File: config.mk
export PLATFORM = sky130hd
export DESIGN_NAME = dvi_timing_gen_flat
export DESIGN_NICKNAME = d
export VERILOG_FILES = /design/src/rtl/dvi_timing_gen_if.sv /design/src/rtl/dvi_timing_gen.sv /design/src/flat_wrapper.sv
export SDC_FILE = /design/constraint.sdc
export NUM_CORES = 1
export LEC_CHECK = 0
export CORE_MARGIN = 8
export CORE_UTILIZATION = 45
export CTS_BUF_LIST = sky130_fd_sc_hd__clkbuf_8
export DETAILED_ROUTE_END_ITERATION = 16
export GPL_TIMING_DRIVEN = 0
export PLACE_DENSITY = 0.74
export REMOVE_ABC_BUFFERS = 1
export SLEW_MARGIN = 20
export SYNTH_ARGS = -nofsm -noshare
export SYNTH_HDL_FRONTEND = slang
export SYNTH_SLANG_ARGS = --single-unit
File: constraint.sdc
create_clock -name clk -period 2.8 [get_ports clk]
set_input_delay 0.42 -clock clk [delete_from_list [all_inputs] [get_ports clk]]
set_output_delay 0.42 -clock clk [all_outputs]
set_load 0.01 [all_outputs]
File: src/rtl/dvi_timing_gen_if.sv
// -----------------------------------------------------------------------------
// dvi_timing_gen_if
//
// Purpose:
//   Pixel-coordinate and sync stream produced by dvi_timing_gen and consumed by
//   the wave display, the note display and the DVI encoder.
//
// Signals:
//   x           [10:0] active column (0 outside the active area)
//   y           [9:0]  active row    (0 outside the active area)
//   valid              current (x, y) is an active pixel
//   hsync              horizontal sync, asserted at the generator's SYNC_POL level
//   vsync              vertical sync, asserted at the generator's SYNC_POL level
//   frame_start        one-cycle pulse accompanying pixel (0,0)
//
// Modports:
//   master  - the timing generator (drives everything)
//   slave   - any consumer of the coordinate stream
// -----------------------------------------------------------------------------
interface dvi_timing_gen_if;
    logic [10:0] x;
    logic [9:0]  y;
    logic        valid;
    logic        hsync;
    logic        vsync;
    logic        frame_start;

    modport master (
        output x,
        output y,
        output valid,
        output hsync,
        output vsync,
        output frame_start
    );

    modport slave (
        input x,
        input y,
        input valid,
        input hsync,
        input vsync,
        input frame_start
    );
endinterface : dvi_timing_gen_if

File: src/rtl/dvi_timing_gen.sv
// -----------------------------------------------------------------------------
// dvi_timing_gen
//
// Purpose:
//   Raster timing generator for the 1280x1024 display pipeline. Two free-running
//   counters walk the full frame (active area plus porches and sync). Every
//   output is registered from the counter values present before the advance, so
//   the coordinate stream lags the counters by exactly one enabled cycle.
//
// Ports:
//   clk    in   pixel clock (108 MHz with the default timing)
//   reset  in   asynchronous, active-low reset
//   en     in   advance enable; when low the counters freeze, valid and
//               frame_start drop to 0 and x/y/hsync/vsync hold
//   vid    master modport of dvi_timing_gen_if carrying x, y, valid, hsync,
//               vsync and frame_start
// -----------------------------------------------------------------------------
module dvi_timing_gen #(
    parameter int H_ACTIVE = 1280,
    parameter int H_FP     = 48,
    parameter int H_SYNC   = 112,
    parameter int H_BP     = 248,
    parameter int V_ACTIVE = 1024,
    parameter int V_FP     = 1,
    parameter int V_SYNC   = 3,
    parameter int V_BP     = 38,
    parameter int SYNC_POL = 0
) (
    input  logic                  clk,
    input  logic                  reset,
    input  logic                  en,
    dvi_timing_gen_if.master      vid
);

    // ------------------------------------------------------------------
    // Derived timing constants, all expressed at counter width.
    // ------------------------------------------------------------------
    localparam int H_TOTAL = H_ACTIVE + H_FP + H_SYNC + H_BP;
    localparam int V_TOTAL = V_ACTIVE + V_FP + V_SYNC + V_BP;

    localparam logic [10:0] H_LAST     = 11'(H_TOTAL - 1);
    localparam logic [10:0] V_LAST     = 11'(V_TOTAL - 1);
    localparam logic [10:0] H_ACT_END  = 11'(H_ACTIVE);
    localparam logic [10:0] V_ACT_END  = 11'(V_ACTIVE);
    localparam logic [10:0] HS_START   = 11'(H_ACTIVE + H_FP);
    localparam logic [10:0] HS_END     = 11'(H_ACTIVE + H_FP + H_SYNC);
    localparam logic [10:0] VS_START   = 11'(V_ACTIVE + V_FP);
    localparam logic [10:0] VS_END     = 11'(V_ACTIVE + V_FP + V_SYNC);

    // Asserted and idle sync levels.
    localparam logic SYNC_ON  = 1'(SYNC_POL);
    localparam logic SYNC_OFF = ~SYNC_ON;

    // ------------------------------------------------------------------
    // State
    // ------------------------------------------------------------------
    logic [10:0] h_cnt_q, h_cnt_d;
    logic [10:0] v_cnt_q, v_cnt_d;

    logic [10:0] x_q, x_d;
    logic [9:0]  y_q, y_d;
    logic        valid_q, valid_d;
    logic        hsync_q, hsync_d;
    logic        vsync_q, vsync_d;
    logic        frame_start_q, frame_start_d;

    // Region decode of the current (pre-advance) counter position.
    logic        h_active_s;
    logic        v_active_s;
    logic        active_s;
    logic        hs_window_s;
    logic        vs_window_s;
    logic        origin_s;
    logic        h_wrap_s;
    logic        v_wrap_s;

    // Decode where the counters currently sit within the frame.
    always_comb begin
        h_active_s  = (h_cnt_q < H_ACT_END);
        v_active_s  = (v_cnt_q < V_ACT_END);
        active_s    = h_active_s && v_active_s;
        // hsync depends on h_cnt only, so it keeps running through vertical blanking.
        hs_window_s = (h_cnt_q >= HS_START) && (h_cnt_q < HS_END);
        // vsync covers every pixel of the vsync lines, including their blanking.
        vs_window_s = (v_cnt_q >= VS_START) && (v_cnt_q < VS_END);
        origin_s    = (h_cnt_q == 11'd0) && (v_cnt_q == 11'd0);
        h_wrap_s    = (h_cnt_q == H_LAST);
        v_wrap_s    = (v_cnt_q == V_LAST);
    end

    // Next-state for the horizontal and vertical counters.
    always_comb begin
        h_cnt_d = h_cnt_q;
        v_cnt_d = v_cnt_q;
        if (en) begin
            if (h_wrap_s) begin
                h_cnt_d = 11'd0;
                // The vertical counter only moves on the line wrap, and wraps
                // itself on the same edge when the last line ends.
                if (v_wrap_s) begin
                    v_cnt_d = 11'd0;
                end else begin
                    v_cnt_d = v_cnt_q + 11'd1;
                end
            end else begin
                h_cnt_d = h_cnt_q + 11'd1;
                v_cnt_d = v_cnt_q;
            end
        end else begin
            h_cnt_d = h_cnt_q;
            v_cnt_d = v_cnt_q;
        end
    end

    // Next-state for the registered coordinate and sync outputs.
    always_comb begin
        x_d           = x_q;
        y_d           = y_q;
        valid_d       = 1'b0;
        hsync_d       = hsync_q;
        vsync_d       = vsync_q;
        frame_start_d = 1'b0;
        if (en) begin
            valid_d       = active_s;
            // Coordinates read zero during blanking so consumers never see a
            // stale position alongside valid=0.
            x_d           = active_s ? h_cnt_q : 11'd0;
            y_d           = active_s ? v_cnt_q[9:0] : 10'd0;
            hsync_d       = hs_window_s ? SYNC_ON : SYNC_OFF;
            vsync_d       = vs_window_s ? SYNC_ON : SYNC_OFF;
            frame_start_d = origin_s;
        end else begin
            // Paused: no pixel is presented, position and sync levels hold.
            x_d           = x_q;
            y_d           = y_q;
            valid_d       = 1'b0;
            hsync_d       = hsync_q;
            vsync_d       = vsync_q;
            frame_start_d = 1'b0;
        end
    end

    // Counter registers.
    always_ff @(posedge clk or negedge reset) begin
        if (!reset) begin
            h_cnt_q <= 11'd0;
            v_cnt_q <= 11'd0;
        end else begin
            h_cnt_q <= h_cnt_d;
            v_cnt_q <= v_cnt_d;
        end
    end

    // Output registers; reset puts both syncs at their idle level.
    always_ff @(posedge clk or negedge reset) begin
        if (!reset) begin
            x_q           <= 11'd0;
            y_q           <= 10'd0;
            valid_q       <= 1'b0;
            hsync_q       <= SYNC_OFF;
            vsync_q       <= SYNC_OFF;
            frame_start_q <= 1'b0;
        end else begin
            x_q           <= x_d;
            y_q           <= y_d;
            valid_q       <= valid_d;
            hsync_q       <= hsync_d;
            vsync_q       <= vsync_d;
            frame_start_q <= frame_start_d;
        end
    end

    assign vid.x           = x_q;
    assign vid.y           = y_q;
    assign vid.valid       = valid_q;
    assign vid.hsync       = hsync_q;
    assign vid.vsync       = vsync_q;
    assign vid.frame_start = frame_start_q;

endmodule : dvi_timing_gen

File: src/flat_wrapper.sv
// flat-port wrapper written by rule: the top's interface ports become plain ports
module dvi_timing_gen_flat 
#(
    parameter int H_ACTIVE = 1280,
    parameter int H_FP     = 48,
    parameter int H_SYNC   = 112,
    parameter int H_BP     = 248,
    parameter int V_ACTIVE = 1024,
    parameter int V_FP     = 1,
    parameter int V_SYNC   = 3,
    parameter int V_BP     = 38,
    parameter int SYNC_POL = 0
)
  (clk, reset, en, vid_x, vid_y, vid_valid, vid_hsync, vid_vsync, vid_frame_start);
  dvi_timing_gen_if vid_i ();
  input  logic clk;
  input  logic reset;
  input  logic en;
  output wire logic [$bits(vid_i.x)-1:0] vid_x;
  output wire logic [$bits(vid_i.y)-1:0] vid_y;
  output wire logic [$bits(vid_i.valid)-1:0] vid_valid;
  output wire logic [$bits(vid_i.hsync)-1:0] vid_hsync;
  output wire logic [$bits(vid_i.vsync)-1:0] vid_vsync;
  output wire logic [$bits(vid_i.frame_start)-1:0] vid_frame_start;
  assign vid_x = vid_i.x;
  assign vid_y = vid_i.y;
  assign vid_valid = vid_i.valid;
  assign vid_hsync = vid_i.hsync;
  assign vid_vsync = vid_i.vsync;
  assign vid_frame_start = vid_i.frame_start;
  dvi_timing_gen #(.H_ACTIVE(H_ACTIVE), .H_FP(H_FP), .H_SYNC(H_SYNC), .H_BP(H_BP), .V_ACTIVE(V_ACTIVE), .V_FP(V_FP), .V_SYNC(V_SYNC), .V_BP(V_BP), .SYNC_POL(SYNC_POL)) u_core (.clk(clk), .reset(reset), .en(en), .vid(vid_i));
endmodule
==> impl_metrics.toml <==
[synth]
synth_fa_ha_area_share_pct = 2.99
synth_top_area_share_pct = 53.9
synth_area_leaders = "dfrtp_1 54%, a22o_1 8.8%, ha_1 3.0%"
ys_ff_latch = 47
synth-simple-area-share_pct = 16.8
synth-xor-area-share_pct = 4.19
ys_types = 36
ys_seq_area_share_pct = 56.4
syn_avg_cell_area_sq_um = 11.2
synth.area.mux_share_pct = 1.97
netlist_instances = 186
yosysWarnings = 0
synth_compound_area_share_pct = 14.2
synth_top_family_by_area = "simple AND/OR/NAND/NOR gates"
synth_area_sq_um = 2090
synth_top_area_cell = "dfrtp_1"

[global_route]
grt_use_met1_pct = 15.5
grt_usage_pct = 12.3
busiest_layer = "met2"
grtUsageMet2_pct = 18.5
gr-total-overflow = 0
grt_max_degree = 28
grt_pass1_vias = 1480
use_met3_pct = 3.68
grt_pass1_wl_mm = 7.22
antenna_found_initial = 0

[critical_path]
r2r_cells = 4
cp-start-kind = "input port"
r2r_setup_slack_ns = 0.58
end_kind = "register"
rr_startpoint = "u_core.h_cnt_q[8]"
cp.required_ns = 3.00
timing.rr.end = "u_core.v_cnt_q[2]"
crit_type = "input port to register"
cp_max_fo = 26
cp.arrival_ns = 2.65

[clock_tree]
clk_pin_slew_ns = 0.09
clockRootBuffer = "clkbuf_8"
clock-sinks = 47
ctsHoldBuffers = 0
cts_buffers = 5
cts_max_level = 2
cts_tree = "built"
clock_latency_ns = 0.30
cts_buffer_depth = 2

[power]
ir_drop_v = 0.000217
power_density_nw_per_um2 = 571
power_leakage_nw = 1.11

[floorplan]
ios = 28
core_sq_um = 4600
die_h_microns = 84.2
die_w_microns = 84.2
start_util_pct = 45.5
core.rowCount = 25
die-area_sq_um = 7080

[hold_path]
hold_path_class = "input port to async pin"

[outcome]
outcome = "finished clean"

[drt]
dr.pass1.iters = 4
wl_mm = 4.16
postRouteAntennaNets = 0
drc = 0
vias = 1523
wl_per_cell_microns = 15.6
avgViaCountPerCell = 5.70
drt-initial-drc-count = 79

[finish]
fin_nets = 220
antenna_cells = 0
drive_above_1_share_pct = 8.45
utilization_pct = 54.8
area_growth_pct = 20.5
final-instance-count-excl-fill = 267

[timing]
final_max_slew_viol_count = 0
rsz0062_at_grt = "false"
setup_viol = 0
worstMarginPinSlew_ns = 0.847
relSlewSlack_pct = 43.5
min_period_over_period_pct = 87.6
worst_slack_ns = 0.349
report.final.hold_viol_count = 0
clock.fmax_ghz = 0.408
final.min_clock_period_ns = 2.45
fin_worst_skew_ns = 0.00526

[flow_run]
drv_cap = 0

[placement]
dp_hpwl_mm = 2.87
io_buffers = 27
dp.cells = 259
gp_congestion = 0.821
pre_cts_slack_ns = -0.402
-- state kept, by name, summed over array words and instances, names as in the netlist --
signal / flops
u_core.h_cnt_q: 11
u_core.v_cnt_q: 11
u_core.vid.x: 11
u_core.vid.y: 10
u_core.vid.frame_start: 1
u_core.vid.hsync: 1
u_core.vid.valid: 1
u_core.vid.vsync: 1
-- worst max-delay path, cell delays in order --
cell,delay (ns)
clkdlybuf4s50_1,0.70
clkinv_2,0.43
nor4_4,0.66
nand2_1,0.18
o31ai_1,0.26
-- layer usage --
| layer | vias up | part of all wire [%] |
|---|---|---|
| met2 | 49 | 44 |
| met4 | 0 | 2.1 |
| met3 | 7 | 6.8 |
| li1 | 741 | - |
| met5 | - | 0 |
| met1 | 726 | 47 |
-- worst max path at each step --
stage	slack, ns	to	startpoint
3_3_place_gp	-0.35	u_core.v_cnt_q[2]	en
4_1_cts	0.30	u_core.v_cnt_q[2]	en
5_1_grt	0.19	u_core.v_cnt_q[2]	en
6_report	0.35	u_core.v_cnt_q[2]	en
3_5_place_dp	-0.40	u_core.v_cnt_q[2]	en
2_1_floorplan	0.74	u_core.v_cnt_q[10]	u_core.h_cnt_q[8]
-- power by group --
group	leakage, nW	switching, mW	internal (mW)
Sequential	0.628	0.0710	0.719
Clock	0.0612	0.223	0.289
Combinational	0.421	0.0794	0.0572
Total	1.11	0.373	1.07
-- per-stage QoR --
stage,area (sq um),hold WS [ns],power (mW),setup TNS [ns]
final,2520,0.0785,1.44,0
after CTS,2520,0.0861,1.44,0
after detailed placement,2400,0.411,0.938,-4.31
after global routing,2520,0.115,1.50,0
after global placement,2390,0.474,0.931,-3.56
after floorplan,2050,0.124,0.878,0
-- Yosys cell counts --
cell and count:
a41oi_1 1, nand3_1 11, buf_1 1, nand2_1 12, or4_4 1, clkinv_1 1
clkbuf_1 6, nor3_1 3, o21ai_0 8, xor2_1 5, and3_1 5, mux2i_1 3
o31ai_1 2, inv_1 7, xnor2_1 5, buf_6 1, o22ai_1 1, nor3_2 2
nor4_1 2, buf_2 1, nand4_1 8, and4_1 2, a31oi_1 1, or4_1 2
mux2_2 1, ha_1 5, and2_1 1, dfstp_2 2, a21oi_1 4, o21a_1 1
o31a_1 1, dfrtp_1 45, a22o_1 21, nor2_1 12, or3_1 1, nor4_4 1
-- area by class of cell --
cell class	count	area [sq um]
clock buffers	6	82.6
clock inverters	2	35.0
inverters	8	31.3
fillers	399	2080
multi-input cells	122	840
repair buffers	28	285
well taps	54	67.6
flip-flops and latches	47	1180
-- logic make-up (layout without fill, tap and decap cells) --
family / after synthesis / in the layout
AOI/OAI and AO/OA: 40 / 40
DFF: 47 / 47
muxes: 4 / 4
and+or+nand+nor: 63 / 63
adders and majority gates: 5 / 5
xor gates and xnor gates: 10 / 10
buffers and inverters: 17 / 44
-- cell usage in the layout, fill, tap and decap left out, drive strengths merged, types with 2 or more instances in the layout --
cell type       n
a21oi           4
a22o           21
and3            5
and4            2
buf             2
clkbuf          6
clkdlybuf4s50  26
clkinv          2
dfrtp          45
dfstp           2
ha              5
inv             7
mux2i           3
nand2          12
nand3          11
nand4           8
nor2           12
nor3            5
nor4            3
o21ai           8
o31ai           2
or4             3
xnor2           5
xor2            5
-- what timing repair did --
item	CTS	global route
buffers inserted	0	0
setup endpoints to repair	8	0
gates resized for setup	1	0
Note: power is estimated with default switching activity, not from simulation.
